<file path="config.mk">
export PLATFORM = sky130hd
export DESIGN_NAME = mips_debug_loader_flat
export DESIGN_NICKNAME = d
export VERILOG_FILES = /design/src/rtl/mips_debug_loader_if.sv /design/src/rtl/mips_debug_loader.sv /design/src/flat_wrapper.sv
export SDC_FILE = /design/constraint.sdc
export NUM_CORES = 1
export LEC_CHECK = 0
export CORE_MARGIN = 2
export CORE_UTILIZATION = 35
export DETAILED_ROUTE_END_ITERATION = 7
export PLACE_DENSITY = 0.61
export SLEW_MARGIN = 20
export SYNTH_ARGS = -nofsm -noshare
export SYNTH_HDL_FRONTEND = slang
export SYNTH_SLANG_ARGS = --single-unit
export TNS_END_PERCENT = 10
</file>
<file path="constraint.sdc">
create_clock -name clk -period 4.62 [get_ports clk]
set_input_delay 0.924 -clock clk [delete_from_list [all_inputs] [get_ports clk]]
set_output_delay 0.924 -clock clk [all_outputs]
set_load 0.02 [all_outputs]
</file>
<file path="src/rtl/mips_debug_loader_if.sv">
// Bus bundle between the debug loader and its surroundings: UART RX FIFO,
// program-memory write port, core control and the debug dump unit.
interface mips_debug_loader_if #(
    parameter int INSTR_W = 32,
    parameter int ADDR_W  = 8,
    parameter int CYC_W   = 32
);
    logic               rx_empty;
    logic [7:0]         rx_data;
    logic               rd_uart;
    logic               pm_we;
    logic [ADDR_W-1:0]  pm_addr;
    logic [INSTR_W-1:0] pm_data;
    logic               cpu_en;
    logic               cpu_rst;
    logic               finished;
    logic               dump_req;
    logic               dump_done;
    logic               timeout;
    logic [CYC_W-1:0]   cycles;
    logic [2:0]         state;

    // Loader side
    modport master (
        input  rx_empty, rx_data, finished, dump_done,
        output rd_uart, pm_we, pm_addr, pm_data, cpu_en, cpu_rst,
               dump_req, timeout, cycles, state
    );

    // Environment side (FIFO, memory, core, dump unit)
    modport slave (
        output rx_empty, rx_data, finished, dump_done,
        input  rd_uart, pm_we, pm_addr, pm_data, cpu_en, cpu_rst,
               dump_req, timeout, cycles, state
    );
endinterface

</file>
<file path="src/rtl/mips_debug_loader.sv">
// UART-driven program loader and run/step controller for the MIPS core.
// Bytes arrive MSB-first and are packed into words written to program memory;
// afterwards single-byte commands run, step, reset or reload the core, and each
// run/step ends with a request to the debug dump unit.
//
//  state    | meaning
//  ---------+-------------------------------------------------------------
//  WAIT_LEN | waiting for a non-zero word count byte
//  LOAD     | assembling bytes into words and writing program memory
//  WAIT_OP  | waiting for a command byte ('1' run, '2' step, '3' load, '4' reset)
//  RUN      | core enabled until halt, watchdog limit or ESC
//  STEP     | one enabled cycle (none if the core is already halted)
//  DUMP     | debug unit sending state; wait for its done
module mips_debug_loader #(
    parameter int INSTR_W    = 32,
    parameter int ADDR_W     = 8,
    parameter int CYC_W      = 32,
    parameter int MAX_CYCLES = 100000
) (
    input  logic               clk,
    input  logic               rst_n,
    mips_debug_loader_if.master bus
);
    localparam int BPW  = INSTR_W / 8;
    localparam int BC_W = (BPW > 1) ? $clog2(BPW) : 1;

    localparam logic [7:0] CMD_RUN  = 8'h31;
    localparam logic [7:0] CMD_STEP = 8'h32;
    localparam logic [7:0] CMD_LOAD = 8'h33;
    localparam logic [7:0] CMD_RST  = 8'h34;
    localparam logic [7:0] ESC      = 8'h1B;

    localparam logic [CYC_W-1:0] RUN_LAST = CYC_W'(MAX_CYCLES - 1);
    localparam logic [CYC_W-1:0] CYC_SAT  = '1;
    localparam logic [BC_W-1:0]  BC_LAST  = BC_W'(BPW - 1);

    typedef enum logic [2:0] {
        WAIT_LEN = 3'd0,
        LOAD     = 3'd1,
        WAIT_OP  = 3'd2,
        RUN      = 3'd3,
        STEP     = 3'd4,
        DUMP     = 3'd5
    } state_t;

    state_t             state;
    logic [7:0]         n_words;
    logic [7:0]         word_idx;
    logic [BC_W-1:0]    byte_cnt;
    logic [INSTR_W-1:0] asm_word;
    logic               load_done;
    logic [CYC_W-1:0]   run_cnt;
    logic [CYC_W-1:0]   cycles;
    logic               pm_we;
    logic [ADDR_W-1:0]  pm_addr;
    logic [INSTR_W-1:0] pm_data;
    logic               cpu_rst;
    logic               dump_req;
    logic               timeout;

    logic               rd_uart;
    logic               cpu_en;
    logic               esc_head;
    logic               run_last;
    logic               word_in_range;
    logic [INSTR_W-1:0] next_word;

    // FIFO pop and core enable must react in the same cycle as the byte / halt flag.
    // In RUN an ESC loses to a simultaneous halt or to the final watchdog cycle.
    always_comb begin
        esc_head      = !bus.rx_empty && (bus.rx_data == ESC);
        run_last      = (run_cnt == RUN_LAST);
        next_word     = (asm_word << 8) | INSTR_W'(bus.rx_data);
        word_in_range = (({1'b0, word_idx} >> ADDR_W) == 9'd0);
        rd_uart       = 1'b0;
        cpu_en        = 1'b0;
        case (state)
            WAIT_LEN, WAIT_OP: rd_uart = !bus.rx_empty;
            LOAD:              rd_uart = !bus.rx_empty && !load_done;
            RUN: begin
                rd_uart = esc_head && !bus.finished && !run_last;
                cpu_en  = !bus.finished && !rd_uart;
            end
            STEP:              cpu_en = !bus.finished;
            default: ;
        endcase
    end

    // Control FSM with registered strobes, memory port and counters.
    always_ff @(posedge clk or negedge rst_n) begin
        if (!rst_n) begin
            state     <= WAIT_LEN;
            n_words   <= '0;
            word_idx  <= '0;
            byte_cnt  <= '0;
            asm_word  <= '0;
            load_done <= 1'b0;
            run_cnt   <= '0;
            cycles    <= '0;
            pm_we     <= 1'b0;
            pm_addr   <= '0;
            pm_data   <= '0;
            cpu_rst   <= 1'b0;
            dump_req  <= 1'b0;
            timeout   <= 1'b0;
        end else begin
            pm_we    <= 1'b0;
            cpu_rst  <= 1'b0;
            dump_req <= 1'b0;
            if (cpu_en && (cycles != CYC_SAT)) begin
                cycles <= cycles + CYC_W'(1);
            end
            case (state)
                WAIT_LEN: begin
                    if (rd_uart && (bus.rx_data != 8'h00)) begin
                        n_words   <= bus.rx_data;
                        word_idx  <= '0;
                        byte_cnt  <= '0;
                        asm_word  <= '0;
                        load_done <= 1'b0;
                        state     <= LOAD;
                    end
                end
                LOAD: begin
                    if (load_done) begin
                        // The last word was written in the previous cycle.
                        cpu_rst   <= 1'b1;
                        cycles    <= '0;
                        timeout   <= 1'b0;
                        load_done <= 1'b0;
                        state     <= WAIT_OP;
                    end else if (rd_uart) begin
                        asm_word <= next_word;
                        if (byte_cnt == BC_LAST) begin
                            byte_cnt <= '0;
                            pm_we    <= word_in_range;
                            pm_addr  <= ADDR_W'(word_idx);
                            pm_data  <= next_word;
                            word_idx <= word_idx + 8'd1;
                            if (word_idx == (n_words - 8'd1)) begin
                                load_done <= 1'b1;
                            end
                        end else begin
                            byte_cnt <= byte_cnt + 1'b1;
                        end
                    end
                end
                WAIT_OP: begin
                    if (rd_uart) begin
                        case (bus.rx_data)
                            CMD_RUN: begin
                                timeout <= 1'b0;
                                run_cnt <= '0;
                                state   <= RUN;
                            end
                            CMD_STEP: state <= STEP;
                            CMD_LOAD: state <= WAIT_LEN;
                            CMD_RST: begin
                                cpu_rst <= 1'b1;
                                cycles  <= '0;
                            end
                            default: ;
                        endcase
                    end
                end
                RUN: begin
                    if (cpu_en) begin
                        run_cnt <= run_cnt + CYC_W'(1);
                    end
                    if (bus.finished || rd_uart) begin
                        dump_req <= 1'b1;
                        state    <= DUMP;
                    end else if (run_last) begin
                        timeout  <= 1'b1;
                        dump_req <= 1'b1;
                        state    <= DUMP;
                    end
                end
                STEP: begin
                    dump_req <= 1'b1;
                    state    <= DUMP;
                end
                DUMP: begin
                    // A done seen while the request is still high is stale.
                    if (!dump_req && bus.dump_done) begin
                        state <= WAIT_OP;
                    end
                end
                default: state <= WAIT_LEN;
            endcase
        end
    end

    assign bus.rd_uart  = rd_uart;
    assign bus.cpu_en   = cpu_en;
    assign bus.pm_we    = pm_we;
    assign bus.pm_addr  = pm_addr;
    assign bus.pm_data  = pm_data;
    assign bus.cpu_rst  = cpu_rst;
    assign bus.dump_req = dump_req;
    assign bus.timeout  = timeout;
    assign bus.cycles   = cycles;
    assign bus.state    = state;
endmodule

</file>
<file path="src/flat_wrapper.sv">
// flat-port wrapper written by rule: the top's interface ports become plain ports
module mips_debug_loader_flat 
#(
    parameter int INSTR_W    = 32,
    parameter int ADDR_W     = 8,
    parameter int CYC_W      = 32,
    parameter int MAX_CYCLES = 100000
)
  (clk, rst_n, bus_rx_empty, bus_rx_data, bus_finished, bus_dump_done, bus_rd_uart, bus_pm_we, bus_pm_addr, bus_pm_data, bus_cpu_en, bus_cpu_rst, bus_dump_req, bus_timeout, bus_cycles, bus_state);
  mips_debug_loader_if #(.INSTR_W(INSTR_W), .ADDR_W(ADDR_W), .CYC_W(CYC_W)) bus_i ();
  input  logic clk;
  input  logic rst_n;
  input wire logic [$bits(bus_i.rx_empty)-1:0] bus_rx_empty;
  input wire logic [$bits(bus_i.rx_data)-1:0] bus_rx_data;
  input wire logic [$bits(bus_i.finished)-1:0] bus_finished;
  input wire logic [$bits(bus_i.dump_done)-1:0] bus_dump_done;
  output wire logic [$bits(bus_i.rd_uart)-1:0] bus_rd_uart;
  output wire logic [$bits(bus_i.pm_we)-1:0] bus_pm_we;
  output wire logic [$bits(bus_i.pm_addr)-1:0] bus_pm_addr;
  output wire logic [$bits(bus_i.pm_data)-1:0] bus_pm_data;
  output wire logic [$bits(bus_i.cpu_en)-1:0] bus_cpu_en;
  output wire logic [$bits(bus_i.cpu_rst)-1:0] bus_cpu_rst;
  output wire logic [$bits(bus_i.dump_req)-1:0] bus_dump_req;
  output wire logic [$bits(bus_i.timeout)-1:0] bus_timeout;
  output wire logic [$bits(bus_i.cycles)-1:0] bus_cycles;
  output wire logic [$bits(bus_i.state)-1:0] bus_state;
  assign bus_i.rx_empty = bus_rx_empty;
  assign bus_i.rx_data = bus_rx_data;
  assign bus_i.finished = bus_finished;
  assign bus_i.dump_done = bus_dump_done;
  assign bus_rd_uart = bus_i.rd_uart;
  assign bus_pm_we = bus_i.pm_we;
  assign bus_pm_addr = bus_i.pm_addr;
  assign bus_pm_data = bus_i.pm_data;
  assign bus_cpu_en = bus_i.cpu_en;
  assign bus_cpu_rst = bus_i.cpu_rst;
  assign bus_dump_req = bus_i.dump_req;
  assign bus_timeout = bus_i.timeout;
  assign bus_cycles = bus_i.cycles;
  assign bus_state = bus_i.state;
  mips_debug_loader #(.INSTR_W(INSTR_W), .ADDR_W(ADDR_W), .CYC_W(CYC_W), .MAX_CYCLES(MAX_CYCLES)) u_core (.clk(clk), .rst_n(rst_n), .bus(bus_i));
endmodule
</file>
# --- Word-level counts from Yosys, hierarchy flattened ---
# Cells that the tools add are included.
totals:
  register_bits: 154
  output_inout_bits: 81
  word_cells: 133
classes:
  add_sub_neg: 5
  eq_ne: 27
  muxes: 56
  bitwise: 2
  reduce_logical: 29
ops:
  columns: ["cell", "count"]
  rows:
  - ["2-to-1 mux 32 bit", 7]
  - ["case mux 32 bit (2 select lines)", 2]
  - ["2-to-1 mux 24 bit", 3]
  - ["adder 32 x 1 -> 32 bit, second input constant", 2]
  - ["case mux 24 bit (2 select lines)", 1]
  - ["== test 32 x 17 -> 1 bit, second input constant", 1]
  - ["== test 8 x 6 -> 1 bit, second input constant", 4]
  - ["2-to-1 mux 8 bit", 4]
  - ["inequality test 32 bit, second input constant", 1]
  - ["OR 32 x 8 -> 32 bit", 1]
  - ["2-to-1 mux 1 bit", 19]
  - ["2-to-1 mux 3 bit", 6]
  - ["inequality test 2 x 1 -> 1 bit, second input constant", 9]
  - ["case mux 3 bit (6 select lines)", 1]
  - ["case mux 8 bit (2 select lines)", 1]
  - ["AND reduction 4 bit", 3]
  - ["AND reduction 6 bit", 2]
  - ["case mux 3 bit (3 select lines)", 1]
  - ["adder 8 x 1 -> 8 bit, second input constant", 1]
  - ["== test 8 x 5 -> 1 bit, second input constant", 1]
  - ["== test 8 bit", 1]
  - ["logical AND 1 bit", 8]
  - ["2-to-1 mux 2 bit", 4]
  - ["case mux 1 bit (2 select lines)", 4]
  - ["other kinds (21)", 32]

# --- Depth between registers and ports, before layout ---
logic_depth:
  ltp_word: 12
  mapped_depth: 9
  mapped_depth_nobuf: 8

# --- Worst setup path before layout ---
# Ideal clock, no wire load.
synth_path:
  path_kind: "input port to output port"
  from: "in bus_rx_data[2]"
  to: "out bus_rd_uart"
  arrival_time_ps: 2781
  required_time_ps: 3696
  path_slack_ps: 915
  path_stages: 6
  path_buffers: 1
  path_cell_list: "or4_1 or4_4 a21oi_2 buf_2 a31oi_1 nor2_1"
synth_via:
  elab_chain_cells: 5
synth_lines:
  columns: ["item", "line_no", "source"]
  rows:
  - ["from (decl)", "flat_wrapper.sv:14", "input wire logic [$bits(bus_i.rx_data)-1:0] bus_rx_data;"]
  - ["== test 8 x 5 -> 1 bit", "mips_debug_loader.sv:71", "esc_head = !bus.rx_empty && (bus.rx_data == ESC);"]
  - ["logical AND 1 bit", "mips_debug_loader.sv:71", null]
  - ["logical AND 1 bit (2 in a row)", "mips_debug_loader.sv:81", "rd_uart = esc_head && !bus.finished && !run_last;"]
  - ["case mux 1 bit (3 select lines)", "mips_debug_loader.sv:77", "case (state)"]
  - ["to (decl)", "flat_wrapper.sv:17", "output wire logic [$bits(bus_i.rd_uart)-1:0] bus_rd_uart;"]
# No other way between the ends.

# --- Final worst setup path ---
layout_path:
  from: "in bus_rx_data[2]"
  to: "out bus_cpu_en"
layout_via:
  elab_chain_cells: 7
layout_lines:
  columns: ["item", "line_no", "source"]
  rows:
  - ["== test 8 x 5 -> 1 bit", "mips_debug_loader.sv:71", null]
  - ["logical AND 1 bit", "mips_debug_loader.sv:71", null]
  - ["logical AND 1 bit (2 in a row)", "mips_debug_loader.sv:81", null]
  - ["zero test 1 bit", "mips_debug_loader.sv:82", "cpu_en = !bus.finished && !rd_uart;"]
  - ["logical AND 1 bit", "mips_debug_loader.sv:82", null]
  - ["case mux 1 bit (2 select lines)", "mips_debug_loader.sv:77", null]
  - ["to (decl)", "flat_wrapper.sv:21", "output wire logic [$bits(bus_i.cpu_en)-1:0] bus_cpu_en;"]
# No other way between the ends.

==> flow_metrics.py <==
metrics = {
    "status": {
        "outcome": "complete, no violations",
    },
    "worst_setup_path": {
        "crit_path_end": "bus_cpu_en",
        "r2r_setup_slack_ps": 1650,
        "cp-start-kind": "primary input",
        "crit_chain": "clkdlybuf4s50_1 -> or4_1 -> or4_4 -> a211o_1 -> nand2_4 -> inv_2 -> clkdlybuf4s50_1",
        "crit_fanout": 5,
        "crit_arrival_ps": 3610,
        "worstPathRequired_ps": 3700,
        "cp-end-kind": "output port",
        "crit_slowest_cell": "or4_1",
        "crit-reg2reg-launch": "u_core.bus.state[1]",
        "critical_path.startpoint": "bus_rx_data[2]",
        "crit-reg2reg-capture": "u_core.run_cnt[26]",
        "critPathMostFrequentCell": "clkdlybuf4s50_1",
        "worstSetupPathType": "in -> out",
        "r2r_cells": 6,
        "slowest_delay_ps": 620,
    },
    "die": {
        "start_util": 0.359,
        "die-width_um": 152,
        "die_h_um": 152,
        "num_rows": 53,
        "ioPinCount": 94,
        "die_area_um2": 23000,
        "core-area_um2": 21200,
    },
    "drt": {
        "route.detailed.drc": 0,
        "ant_nets": 0,
        "routed_wl_um": 19500,
        "wl_per_cell_um": 16.5,
        "vias": 6388,
        "avgViaCountPerCell": 5.39,
        "dr.pass1.iters": 5,
        "drt_iter0_markers": 387,
    },
    "power_and_ir_drop": {
        "p_leak_nw": 4.14,
        "internal_power_mw": 2.85,
        "pwr-share-clk": 0.315,
        "combPwrFrac": 0.264,
        "power.switching_mw": 1.59,
        "p_seq_frac": 0.422,
        "powerDensity_nw_per_um2": 470,
        "vdd_drop_max_mv": 0.218,
        "switching_share": 0.358,
    },
    "timing": {
        "period_share": 0.982,
        "finClkSkew_ps": 8.98,
        "rsz0062_at_grt": "false",
        "setup_tns_ps": 0,
        "worst_pin_slew_ps": 1040,
        "report.final.hold_viol_count": 0,
        "period_needed_ps": 4540,
        "finalSetupViolations": 0,
        "maxSlewHeadroom": 0.308,
        "fin_hold_ws_ps": 458,
        "max_freq_mhz": 220,
        "slew_violations": 0,
    },
    "synthesis": {
        "synthFlopType": "dfrtp_1",
        "synth_top_family_by_area": "simple AND/OR/NAND/NOR gates",
        "synth_fa_ha_area_frac": 0.00821,
        "yosys.area.top_type": "dfrtp_1",
        "synth.avg_cell_area_um2": 9.37,
        "syn-num-nets": 831,
        "ys_seq_elements": 154,
        "ys_async_sr_fraction": 1.00,
        "yosys.area_share.simple": 0.275,
        "yosysWarnings": 0,
        "synth-xor-area-share": 0.0425,
        "synth_compound_area_frac": 0.115,
        "synth_area_leaders": "dfrtp_1 51%, nand2_1 8.4%, a22o_1 2.9%",
        "yosysUniqueCellTypes": 61,
        "synth_commonest_cells": "170 x nand2_1, 154 x dfrtp_1, 44 x nor2_1",
        "synth.most_common_cell": "nand2_1",
        "syn_area_um2": 7620,
        "seq_area_frac_synth": 0.506,
        "synth_top_area_frac": 0.506,
        "synth_enable_flop_cells": 0,
        "muxShareOfSynthArea": 0.0207,
        "syn-instance-count": 813,
    },
    "flow_run": {
        "cap_violations": 0,
    },
    "final_layout": {
        "drive_gt1_frac": 0.0802,
        "fin_nets": 915,
        "n_antenna_cell": 0,
        "area_growth_pct": 24.1,
        "fin_util": 0.446,
        "final_area_um2": 9460,
        "fin_cells": 1185,
        "n_fill_cell": 2050,
    },
    "placement": {
        "dpl_cell_area_um2": 8860,
        "place_inst": 1153,
        "dp_hpwl_um": 12900,
        "gp_congestion": 0.823,
        "port_buffers": 93,
    },
    "global_routing": {
        "track_usage": 0.176,
        "grt-ovfl-total": 0,
        "grt_max_degree": 96,
        "grt_pass1_wl_um": 32100,
        "antenna_found_initial": 0,
        "grt_pass1_vias": 6021,
    },
    "clock_network": {
        "path_clk_slew_ps": 80,
        "post_cts_resize_count": 0,
        "cts_hold_buf": 0,
        "cts_root_buffer": "clkbuf_16",
        "cts_tree": "yes",
        "clk_latency_ps": 440,
        "h-tree-depth": 4,
        "numCtsBuffers": 17,
        "clock_path_buffers": 2,
        "cts_setup_buffers": 0,
        "cts.sinks": 154,
    },
    "hold_path": {
        "hold_path.class": "reg -> reg",
    },
}
==> layout make-up <==
type,count,area (µm²),share of cell area
clock buffer,17,425,0.0450
clock inverter,15,171,0.0181
tap,275,344,0.0364
timing repair buffer,112,1090,0.115
multi-input combinational,600,3530,0.373
inverter,12,45.0,0.00476
sequential,154,3850,0.408
==> registers in the layout (all words and copies together) (netlist names) <==
signal / count
u_core.bus.dump_req: 1
u_core.bus.pm_addr: 8
u_core.bus.pm_data: 32
u_core.bus.pm_we: 1
u_core.bus.state: 3
u_core.asm_word: 24
u_core.bus.cpu_rst: 1
u_core.run_cnt: 32
u_core.bus.timeout: 1
u_core.bus.cycles: 32
u_core.load_done: 1
u_core.n_words: 8
u_core.byte_cnt: 2
u_core.word_idx: 8
==> cells by family (layout without fill, tap and decap cells) <==
logic type,after synthesis,after routing
adders and majority gates,5,5
and+or+nand+nor,413,413
muxes,15,15
AOI/OAI and AO/OA,130,130
xor gates and xnor gates,37,37
buffers and inverters,59,156
DFF,154,154
==> placed cells by master (no fill, tap or decap), types with 3 or more instances in the layout <==
master / instances
clkbuf_16: 17
or4_1: 18
a22o_1: 25
dfrtp_1: 154
o31a_1: 3
o21a_1: 5
buf_4: 18
xor2_1: 14
inv_1: 11
nand2b_1: 9
clkdlybuf4s50_1: 91
and2_1: 5
a21oi_1: 29
nand4_1: 29
o31ai_1: 8
inv_8: 8
and4_1: 8
clkinv_8: 3
nand2_1: 170
or3_1: 17
xnor2_1: 23
a21o_1: 3
o21ai_0: 32
nor4_1: 20
mux2_2: 6
o211ai_1: 8
mux2i_1: 9
ha_1: 5
nand3_1: 35
nor3_1: 23
and3_1: 15
nor4b_1: 3
nor2_1: 44
nand3b_1: 4
==> critical path, delay by kind of cell <==
family | cells | cell delay, ps
AOI/OAI and AO/OA | 1 | 320
buffers and inverters | 3 | 1120
and+or+nand+nor | 3 | 1250
==> metal layers <==
metal  GRT usage  routed length, µm  vias up
met2       0.276               9140      115
met1       0.249               9450     3160
li1            -                  -     3098
met4      0.0481                176        0
met3      0.0347                773       15
met5           0                  0        -
==> metrics by stage <==
step / setup slack, ps / total power, mW
3_3_place_gp: 24.4 / 3.04
6_report: 84.0 / 4.44
3_5_place_dp: 49.5 / 3.07
2_1_floorplan: 915 / 2.58
5_1_grt: 29.9 / 4.68
4_1_cts: 30.2 / 4.48
==> how the worst min path moves through the flow <==
stage	startpoint	endpoint	slack (ps)	depth (start not counted)
2_1_floorplan	u_core.asm_word[16]	u_core.bus.pm_data[24]	440	2
3_3_place_gp	u_core.asm_word[18]	u_core.bus.pm_data[26]	460	2
3_5_place_dp	u_core.asm_word[18]	u_core.bus.pm_data[26]	460	2
4_1_cts	u_core.asm_word[18]	u_core.bus.pm_data[26]	470	2
5_1_grt	u_core.asm_word[18]	u_core.bus.pm_data[26]	480	2
6_report	u_core.asm_word[18]	u_core.bus.pm_data[26]	460	2
==> power by group through the flow <==
| stage | Combinational (mW) | Sequential [mW] | Clock, mW |
|---|---|---|---|
| 2_1_floorplan | 0.649 | 1.93 | 0 |
| 4_1_cts | 1.18 | 1.87 | 1.42 |
| 5_1_grt | 1.29 | 1.92 | 1.48 |
| 3_5_place_dp | 1.18 | 1.89 | 0 |
| 3_3_place_gp | 1.16 | 1.88 | 0 |
| 6_report | 1.17 | 1.87 | 1.40 |
Note: power is estimated with default switching activity, not from simulation.
